`src/rtl/scan_bridge_pkg.sv`:
```
// Shared definitions for the scan-to-group bridge.
// Holds the bridge FSM state encoding and the bit positions of static_status.
package scan_bridge_pkg;

  typedef enum logic [1:0] {
    IDLE  = 2'd0,
    ISSUE = 2'd1,
    WAIT  = 2'd2,
    DONE  = 2'd3
  } bridge_state_e;

  // static_status = {err_id, err_conflict, err_timeout}
  localparam int unsigned STAT_TIMEOUT  = 0;
  localparam int unsigned STAT_CONFLICT = 1;
  localparam int unsigned STAT_ID       = 2;

endpackage

```
`src/rtl/scan_req_sync.sv`:
```
// Two-flop synchroniser with rising-edge detect for one scan request level.
// Ports:
//   clk, rst   - clock, asynchronous active-high reset
//   req_in     - asynchronous request level from the scan side
//   req_level  - synchronised level
//   req_rise_c - one-cycle pulse on a synchronised 0->1 transition
// A level already high when reset is released never produces a pulse: the
// detector only arms once it has seen the synchronised level low.
module scan_req_sync (
  input  logic clk,
  input  logic rst,
  input  logic req_in,
  output logic req_level,
  output logic req_rise_c
);

  logic       sync1_q, sync1_d;
  logic       sync2_q, sync2_d;
  logic       prev_q, prev_d;
  logic       armed_q, armed_d;
  logic [1:0] settle_q, settle_d;

  // settle_q[1] marks that sync2_q now holds a genuinely sampled value
  always_comb begin
    sync1_d  = req_in;
    sync2_d  = sync1_q;
    prev_d   = sync2_q;
    settle_d = {settle_q[0], 1'b1};
    armed_d  = armed_q | (settle_q[1] & ~sync2_q);
  end

  always_ff @(posedge clk or posedge rst) begin
    if (rst) begin
      sync1_q  <= 1'b0;
      sync2_q  <= 1'b0;
      prev_q   <= 1'b0;
      armed_q  <= 1'b0;
      settle_q <= 2'b00;
    end else begin
      sync1_q  <= sync1_d;
      sync2_q  <= sync2_d;
      prev_q   <= prev_d;
      armed_q  <= armed_d;
      settle_q <= settle_d;
    end
  end

  assign req_level  = sync2_q;
  assign req_rise_c = armed_q & sync2_q & ~prev_q;

endmodule

```
`src/rtl/scan_group_bridge.sv`:
```
// Bridge from a slow scan-side static register interface to N target groups.
// A synchronised rising edge on static_wen/static_ren launches one read or
// write (or a write fill burst) toward group scan_id with a ready handshake.
// Ports:
//   clk, rst                    - clock, asynchronous active-high reset
//   scan_id, static_*           - scan-side request, address, data, fill count
//   static_rdata                - data captured from the last read
//   static_ready                - high when idle or finished
//   static_status               - sticky {err_id, err_conflict, err_timeout}
//   grp_wen, grp_ren            - per-group strobes (at most one high)
//   grp_addr, grp_wdata         - shared group address / write data
//   grp_rdata, grp_ready        - per-group read data and ready
module scan_group_bridge
  import scan_bridge_pkg::*;
#(
  parameter int unsigned N_GROUPS = 4,
  parameter int unsigned ADDR_W   = 20,
  parameter int unsigned DATA_W   = 32,
  parameter int unsigned CNT_W    = 16,
  parameter int unsigned TIMEOUT  = 255,
  localparam int unsigned ID_W    = $clog2(N_GROUPS)
) (
  input  logic                       clk,
  input  logic                       rst,
  input  logic [ID_W-1:0]            scan_id,
  input  logic                       static_wen,
  input  logic                       static_ren,
  input  logic [ADDR_W-1:0]          static_addr,
  input  logic [DATA_W-1:0]          static_wdata,
  input  logic [CNT_W-1:0]           static_fill_cnt,
  output logic [DATA_W-1:0]          static_rdata,
  output logic                       static_ready,
  output logic [2:0]                 static_status,
  output logic [N_GROUPS-1:0]        grp_wen,
  output logic [N_GROUPS-1:0]        grp_ren,
  output logic [ADDR_W-1:0]          grp_addr,
  output logic [DATA_W-1:0]          grp_wdata,
  input  logic [N_GROUPS*DATA_W-1:0] grp_rdata,
  input  logic [N_GROUPS-1:0]        grp_ready
);

  localparam int unsigned TO_W = $clog2(TIMEOUT + 1);

  logic wen_level, wen_rise_c;
  logic ren_level, ren_rise_c;

  scan_req_sync u_wen_sync (
    .clk        (clk),
    .rst        (rst),
    .req_in     (static_wen),
    .req_level  (wen_level),
    .req_rise_c (wen_rise_c)
  );

  scan_req_sync u_ren_sync (
    .clk        (clk),
    .rst        (rst),
    .req_in     (static_ren),
    .req_level  (ren_level),
    .req_rise_c (ren_rise_c)
  );

  bridge_state_e       state_q, state_d;
  logic [ID_W-1:0]     id_q, id_d;
  logic [ADDR_W-1:0]   addr_q, addr_d;
  logic [DATA_W-1:0]   wdata_q, wdata_d;
  logic                rd_q, rd_d;
  logic [CNT_W-1:0]    rem_q, rem_d;
  logic [TO_W-1:0]     wcnt_q, wcnt_d;
  logic [N_GROUPS-1:0] grp_wen_q, grp_wen_d;
  logic [N_GROUPS-1:0] grp_ren_q, grp_ren_d;
  logic [ADDR_W-1:0]   grp_addr_q, grp_addr_d;
  logic [DATA_W-1:0]   grp_wdata_q, grp_wdata_d;
  logic [DATA_W-1:0]   rdata_q, rdata_d;
  logic [2:0]          status_q, status_d;
  logic                ready_q, ready_d;

  logic [N_GROUPS-1:0] strobe_mask;
  logic [DATA_W-1:0]   rdata_sel;
  logic                ready_sel;
  logic                id_valid;
  logic                last_word;

  // Per-group selection of the latched target
  always_comb begin
    rdata_sel = '0;
    ready_sel = 1'b0;
    for (int unsigned g = 0; g < N_GROUPS; g++) begin
      if (id_q == ID_W'(g)) begin
        rdata_sel = grp_rdata[g*DATA_W +: DATA_W];
        ready_sel = grp_ready[g];
      end
    end
  end

  assign strobe_mask = N_GROUPS'(1) << id_q;
  assign id_valid    = 32'(scan_id) < N_GROUPS;
  assign last_word   = rem_q <= CNT_W'(1);

  // Next-state and output logic
  always_comb begin
    state_d     = state_q;
    id_d        = id_q;
    addr_d      = addr_q;
    wdata_d     = wdata_q;
    rd_d        = rd_q;
    rem_d       = rem_q;
    wcnt_d      = wcnt_q;
    grp_wen_d   = '0;
    grp_ren_d   = '0;
    grp_addr_d  = grp_addr_q;
    grp_wdata_d = grp_wdata_q;
    rdata_d     = rdata_q;
    status_d    = status_q;

    unique case (state_q)
      IDLE: begin
        if (wen_rise_c && ren_rise_c) begin
          status_d                = '0;
          status_d[STAT_CONFLICT] = 1'b1;
          state_d                 = DONE;
        end else if (wen_rise_c || ren_rise_c) begin
          status_d = '0;
          if (!id_valid) begin
            status_d[STAT_ID] = 1'b1;
            state_d           = DONE;
          end else begin
            id_d    = scan_id;
            addr_d  = static_addr;
            wdata_d = static_wdata;
            rd_d    = ren_rise_c;
            // Only writes with a count of two or more become a fill burst
            rem_d   = (wen_rise_c && (static_fill_cnt >= CNT_W'(2)))
                      ? static_fill_cnt : CNT_W'(1);
            state_d = ISSUE;
          end
        end
      end

      ISSUE: begin
        if (rd_q) grp_ren_d = strobe_mask;
        else      grp_wen_d = strobe_mask;
        grp_addr_d  = addr_q;
        grp_wdata_d = wdata_q;
        wcnt_d      = '0;
        state_d     = WAIT;
      end

      WAIT: begin
        if (ready_sel) begin
          if (rd_q) rdata_d = rdata_sel;
          if (!last_word) begin
            rem_d   = rem_q - CNT_W'(1);
            addr_d  = addr_q + ADDR_W'(1);
            state_d = ISSUE;
          end else begin
            state_d = DONE;
          end
        end else if (wcnt_q == TO_W'(TIMEOUT - 1)) begin
          status_d[STAT_TIMEOUT] = 1'b1;
          state_d                = DONE;
        end else begin
          grp_wen_d = grp_wen_q;
          grp_ren_d = grp_ren_q;
          wcnt_d    = wcnt_q + TO_W'(1);
        end
      end

      DONE: begin
        if (!wen_level && !ren_level) state_d = IDLE;
      end

      default: state_d = IDLE;
    endcase

    ready_d = (state_d == IDLE) || (state_d == DONE);
  end

  always_ff @(posedge clk or posedge rst) begin
    if (rst) begin
      state_q     <= IDLE;
      id_q        <= '0;
      addr_q      <= '0;
      wdata_q     <= '0;
      rd_q        <= 1'b0;
      rem_q       <= '0;
      wcnt_q      <= '0;
      grp_wen_q   <= '0;
      grp_ren_q   <= '0;
      grp_addr_q  <= '0;
      grp_wdata_q <= '0;
      rdata_q     <= '0;
      status_q    <= '0;
      ready_q     <= 1'b1;
    end else begin
      state_q     <= state_d;
      id_q        <= id_d;
      addr_q      <= addr_d;
      wdata_q     <= wdata_d;
      rd_q        <= rd_d;
      rem_q       <= rem_d;
      wcnt_q      <= wcnt_d;
      grp_wen_q   <= grp_wen_d;
      grp_ren_q   <= grp_ren_d;
      grp_addr_q  <= grp_addr_d;
      grp_wdata_q <= grp_wdata_d;
      rdata_q     <= rdata_d;
      status_q    <= status_d;
      ready_q     <= ready_d;
    end
  end

  assign grp_wen       = grp_wen_q;
  assign grp_ren       = grp_ren_q;
  assign grp_addr      = grp_addr_q;
  assign grp_wdata     = grp_wdata_q;
  assign static_rdata  = rdata_q;
  assign static_status = status_q;
  assign static_ready  = ready_q;

endmodule

```
`config.mk`:
```
export PLATFORM = sky130hd
export DESIGN_NAME = scan_group_bridge
export DESIGN_NICKNAME = d
export VERILOG_FILES = /design/src/rtl/scan_bridge_pkg.sv /design/src/rtl/scan_req_sync.sv /design/src/rtl/scan_group_bridge.sv
export SDC_FILE = /design/constraint.sdc
export NUM_CORES = 1
export LEC_CHECK = 0
export CAP_MARGIN = 20
export CORE_ASPECT_RATIO = 0.8
export CORE_UTILIZATION = 47
export CTS_BUF_LIST = sky130_fd_sc_hd__clkbuf_8
export DETAILED_ROUTE_END_ITERATION = 10
export PLACE_DENSITY = 0.82
export RECOVER_POWER = 25
export SLEW_MARGIN = 20
export SYNTH_ARGS = -nofsm -noshare
export SYNTH_HDL_FRONTEND = slang
export SYNTH_HIERARCHICAL = 1
export SYNTH_SLANG_ARGS = --single-unit
```
`constraint.sdc`:
```
create_clock -name clk -period 9 [get_ports clk]
set_input_delay 2.25 -clock clk [delete_from_list [all_inputs] [get_ports clk]]
set_output_delay 2.25 -clock clk [all_outputs]
set_load 0.05 [all_outputs]
```
Word-level counts from Yosys, hierarchy flattened. Index checks and enable logic that the tools add are counted.

Register bits: 189. Output and inout port bits: 96. Logic and storage cells: 120.

$add $sub $neg: 3. $lt $le $gt $ge: 2. Equality and inequality tests: 17. Shifts and indexed selects: 1. Muxes and demuxes: 40. Bitwise gates (word level): 13. Reductions and logical operators: 19.

Operators by type and width (number): 32-bit two-way mux (4); 16-bit two-way mux (5); 20-bit two-way mux (4); 20-bit one-hot mux with 2 select lines (1); 16-bit one-hot mux with 2 select lines (1); 20-bit by 1-bit adder with 20-bit output, second input constant (1); 16-bit by 2-bit greater-or-equal comparator with 1-bit output, second input constant (1); 16-bit by 1-bit less-or-equal comparator with 1-bit output, second input constant (1); 4-bit two-way mux (4); 8-bit two-way mux (2); 4-bit one-hot mux with 2 select lines (2); 8-bit one-hot mux with 2 select lines (1); 16-bit by 1-bit subtractor with 16-bit output, second input constant (1); 2-bit != test, second input constant (7); 2-bit two-way mux (6); 2-bit equality test, second input constant (5); 3-bit AND reduction (3); 8-bit by 1-bit adder with 8-bit output, second input constant (1); 8-bit equality test, second input constant (1); 2-bit one-hot mux with 4 select lines (1); 1-bit AND (6); 2-bit zero test (3); 1-bit two-way mux (6); 3-bit two-way mux (2); other kinds (13) (26).

Depth between registers and ports, before layout.
Word-level depth: 9. Gate-level depth with buffers: 10.

Modules after synthesis. Netlist, hierarchy kept.

By module, submodules not included: scan_group_bridge (times used 1, cells each 781, area an instance 8485.6 um^2); scan_req_sync (times used 2, cells each 12, area an instance 176.4 um^2).

Least setup slack after synthesis. OpenSTA, ideal clock, no wires.

Path type: input -> register. From: input grp_ready[3]. To: register rem_q[6]. Library setup time: 0.121 ns. Arrival time: 3.558 ns. Data required time: 8.879 ns. Setup slack: 5.321 ns. Stages: 6. Cell sequence: mux4_2 o211a_1 o21ai_2 buf_4 a21oi_1 o22a_1.

Cells in the longest elaborated chain, start to end: 3.

RTL lines: start: declaration (RTL line scan_group_bridge.sv:39) `input logic [N_GROUPS-1:0] grp_ready`; 1-bit two-way mux (RTL line scan_group_bridge.sv:89) `if (id_q == ID_W'(g)) begin`; 2-bit != test (no line); 5-bit AND reduction (no line); end signal: assignment (RTL line scan_group_bridge.sv:201) `rem_q <= rem_d;`; end: declaration (RTL line scan_group_bridge.sv:68) `logic [CNT_W-1:0] rem_q, rem_d;`.

Every way passes these cells. A chain may end at the register's enable or synchronous reset.

==> results.md <==
* Cells after synthesis at 805
* Design area at 12500 µm²
* Adder-cell share of the synthesized area at approximately 1.1%
* Net count, final at 1294
* Number of flops mapped to enable cells by yosys at 0
* Cell Rows at 44
* Async S/R FF share, synth at 100%
* Number of antenna violations at the first check in global routing at 2
* CP required at about 9500 ps
* Critical Path End Type: async pin
* Detailed Route WL at 25.6 mm
* Ratio of cells with drive above 1 in the final layout at 12.4%
* Worst Max-Slew Pin Slew at 3170 ps
* Number of buffers inserted during clock tree synthesis at 17
* Achievable frequency at 0.199 GHz
* Via density at 5.43
* Crit start category: primary input
* Hold violation count in the final report at 0
* Pins over their slew limit at ~130
* Final ANT Viol Nets at 0
* Synthesized area per cell at 11.0 µm²
* Sequential share of the synthesized area at approximately 53%
* Data arrival time at the worst-slack endpoint at 5550 ps
* Count of maximum capacitance violations at 2
* Number of top-level design ports at 302
* Clock transition at the registers of the reported paths at 100 ps
* Prevailing post-synth register cell: dfrtp_1
* Static leakage at ~5.3 nW
* Synthesis-stage register bit count at 188
* Simple-gate area share of the yosys netlist at about 14%
* H-tree level count at 4
* Die boundary height at 125 µm
* Xor and xnor area share after synthesis at 0.198%
* Number of design-rule violations left by the first detailed-router iteration at 529
* Min Tclk post-route at 5030 ps
* Remaining DRCs at 0
* Slack of the critical path at around 4000 ps
* Hold-fix buffer count after cts at 0
* Utilization after layout at 68.3%
* Number of global-route vias before repair at approximately 7.3k
* Fin crit share at 55.9%
* Normalized max-slew margin at -113%
* Iteration count of the initial detailed-routing pass at 5
* Hold/Removal Path Class: reg2reg
* Area added between synthesis and finish at 41.2%
* Total of endpoints with negative setup slack in the final report at 0
* Total of warnings raised by yosys at 6
* Via Count at 7317
* Initial core utilization at roughly half
* Syn Nets at 1019
* Final-layout setup total negative slack at 0 ps
* Die Wd at about 160 µm
* Largest net degree at the start of global routing at between 60 and 70
* Buffers from clock root to sink, at most at 2
* Combinational family with the most area after synthesis: multiplexers
* Maximum fanout count along the critical path at 68
* Buffers inserted by post-CTS timing repair at 0
* Worst Setup Slack post-DPL at 4200 ps
* IR drop worst, VDD at 0.000254 V
* Clock tree from TritonCTS: yes
* Floorplan die area at 19400 µm²
* Design Power at roughly 4.6 mW
* Instance area at placement at between 10000 and 15000 µm²
* Number of clock sinks seen by CTS at 188
* Latest clock arrival within the worst-skew pair at 470 ps
* Placed insts at 1313
* Wire length of the first global-routing pass at 40.3 mm
* Unique cell type count in the Yosys netlist at between 50 and 60
* Share of the synthesized area in compound gates (AO/OA/AOI/OAI) at 11.0%
* Overall overflow remaining after global route at 0
* Power density relative to cell area at ~370 nW/µm²
* Worst slack on hold paths at 361 ps
* Core ar. at roughly 18000 µm²
* Cell Area, Synth at around 9000 µm²
* Mux contribution to synthesized area at 17.2%
* Violations in the final reports: max-capacitance violations, max-slew violations
* Port buffer count at 300
* GRT Overall Usage at 27.1%
* Post-route non-filler standard cell count at 1348
* Routability cong. at 0.864
* Post-detail-place hpwl at 18.3 mm
* Clock skew after layout at 14.3 ps
* Resized cells post-CTS at 0
* RSZ-0062 raised after global routing: no
* Root buf cell: clkbuf_8
* DR WL/cell at roughly 19 µm
* Status: finished with violations
* Category of the most critical setup path: in2async
## synthesized netlist by cell type, types with 5 or more instances
| library cell | number | share of area, % |
|---|---|---|
| nor4_1 | 5 | 0.35 |
| nand4_1 | 10 | 0.71 |
| mux2_1 | 18 | 2.3 |
| o22a_1 | 7 | 0.69 |
| buf_2 | 11 | 0.62 |
| a32oi_1 | 5 | 0.50 |
| ha_1 | 8 | 1.1 |
| o22ai_1 | 6 | 0.42 |
| dfrtp_1 | 187 | 53 |
| nor2_1 | 40 | 1.7 |
| inv_1 | 15 | 0.64 |
| nand2_1 | 178 | 7.6 |
| mux4_2 | 33 | 8.4 |
| o21ai_0 | 16 | 0.91 |
| a21oi_1 | 40 | 2.3 |
| a31oi_1 | 10 | 0.71 |
| nand3_1 | 15 | 0.85 |
| buf_1 | 7 | 0.30 |
| mux2_2 | 50 | 6.4 |
| a2bb2oi_1 | 5 | 0.50 |
| clkbuf_1 | 31 | 1.3 |
| o21ai_1 | 30 | 1.7 |
| nor3_1 | 12 | 0.68 |
## registers in the layout (all words and copies together) (netlist names), 2 cells and up
| register | count |
|---|---|
| addr_q | 20 |
| rem_q | 16 |
| grp_ren | 4 |
| wdata_q | 32 |
| grp_wdata | 32 |
| grp_addr | 20 |
| static_status | 2 |
| state_q | 2 |
| u_ren_sync/settle_q | 2 |
| id_q | 2 |
| wcnt_q | 8 |
| u_wen_sync/settle_q | 2 |
| static_rdata | 32 |
| grp_wen | 4 |
## path summary, 6_finish.rpt
| check | startpoint | endpoint | slack [ps] | cells after the start |
|---|---|---|---|---|
| setup / recovery | rst | wdata_q[18] | 3970 | 3 |
| hold / removal | u_ren_sync/sync1_q | u_ren_sync/req_level | 360 | 0 |
| setup reg to reg | state_q[0] | wcnt_q[4] | 5350 | 6 |
| hold reg to reg | u_ren_sync/sync1_q | u_ren_sync/req_level | 360 | 0 |
| max in group clk | grp_ready[3] | wcnt_q[4] | 4580 | 6 |
| min in group asynchronous | rst | u_ren_sync/settle_q[0] | 2180 | 2 |
## layer usage
layer	track usage, %	routed length [µm]	vias up
met1	33.3	10100	3575
met5	0	0	-
met2	45.4	12600	300
met3	8.39	2220	36
met4	8.77	656	0
li1	-	-	3406
## layout by cell type (no fill, tap or decap), drive strengths merged, types with 15 or more instances in the layout
master / n
clkbuf: 18
nand2: 178
o21ai: 47
inv: 22
mux2: 68
nor2: 40
dfrtp: 187
clkdlybuf4s50: 297
nand3: 15
a21oi: 40
mux4: 33
## power breakdown
group          total [mW]  leakage (nW)  switching, mW  internal, mW
Clock               0.621         0.218          0.335         0.286
Sequential           1.50          2.30          0.296          1.21
Combinational        2.44          2.75           1.49         0.952
Total                4.57          5.27           2.12          2.44
## area by class of cell
class,count,area (µm²)
inverter,15,57.6
sequential,188,4710
timing repair buffer,308,3070
fill,1389,5800
multi-input combinational,550,3880
tap,253,317
clock buffer,17,234
antenna,2,5.00
clock inverter,15,201
## kinds of logic after synthesis
| kind of cell | Yosys count |
|---|---|
| and+or+nand+nor | 283 |
| DFF | 188 |
| AOI/OAI and AO/OA | 152 |
| muxes | 102 |
| buffers and inverters | 67 |
| adders and majority gates | 8 |
| other | 3 |
| xor gates and xnor gates | 2 |
## worst max-delay path, stage by stage
cell,delay [ps]
dlygate4sd3_1,580
clkinvlp_2,1810
buf_4,860
(Power assumes the default switching activity.)
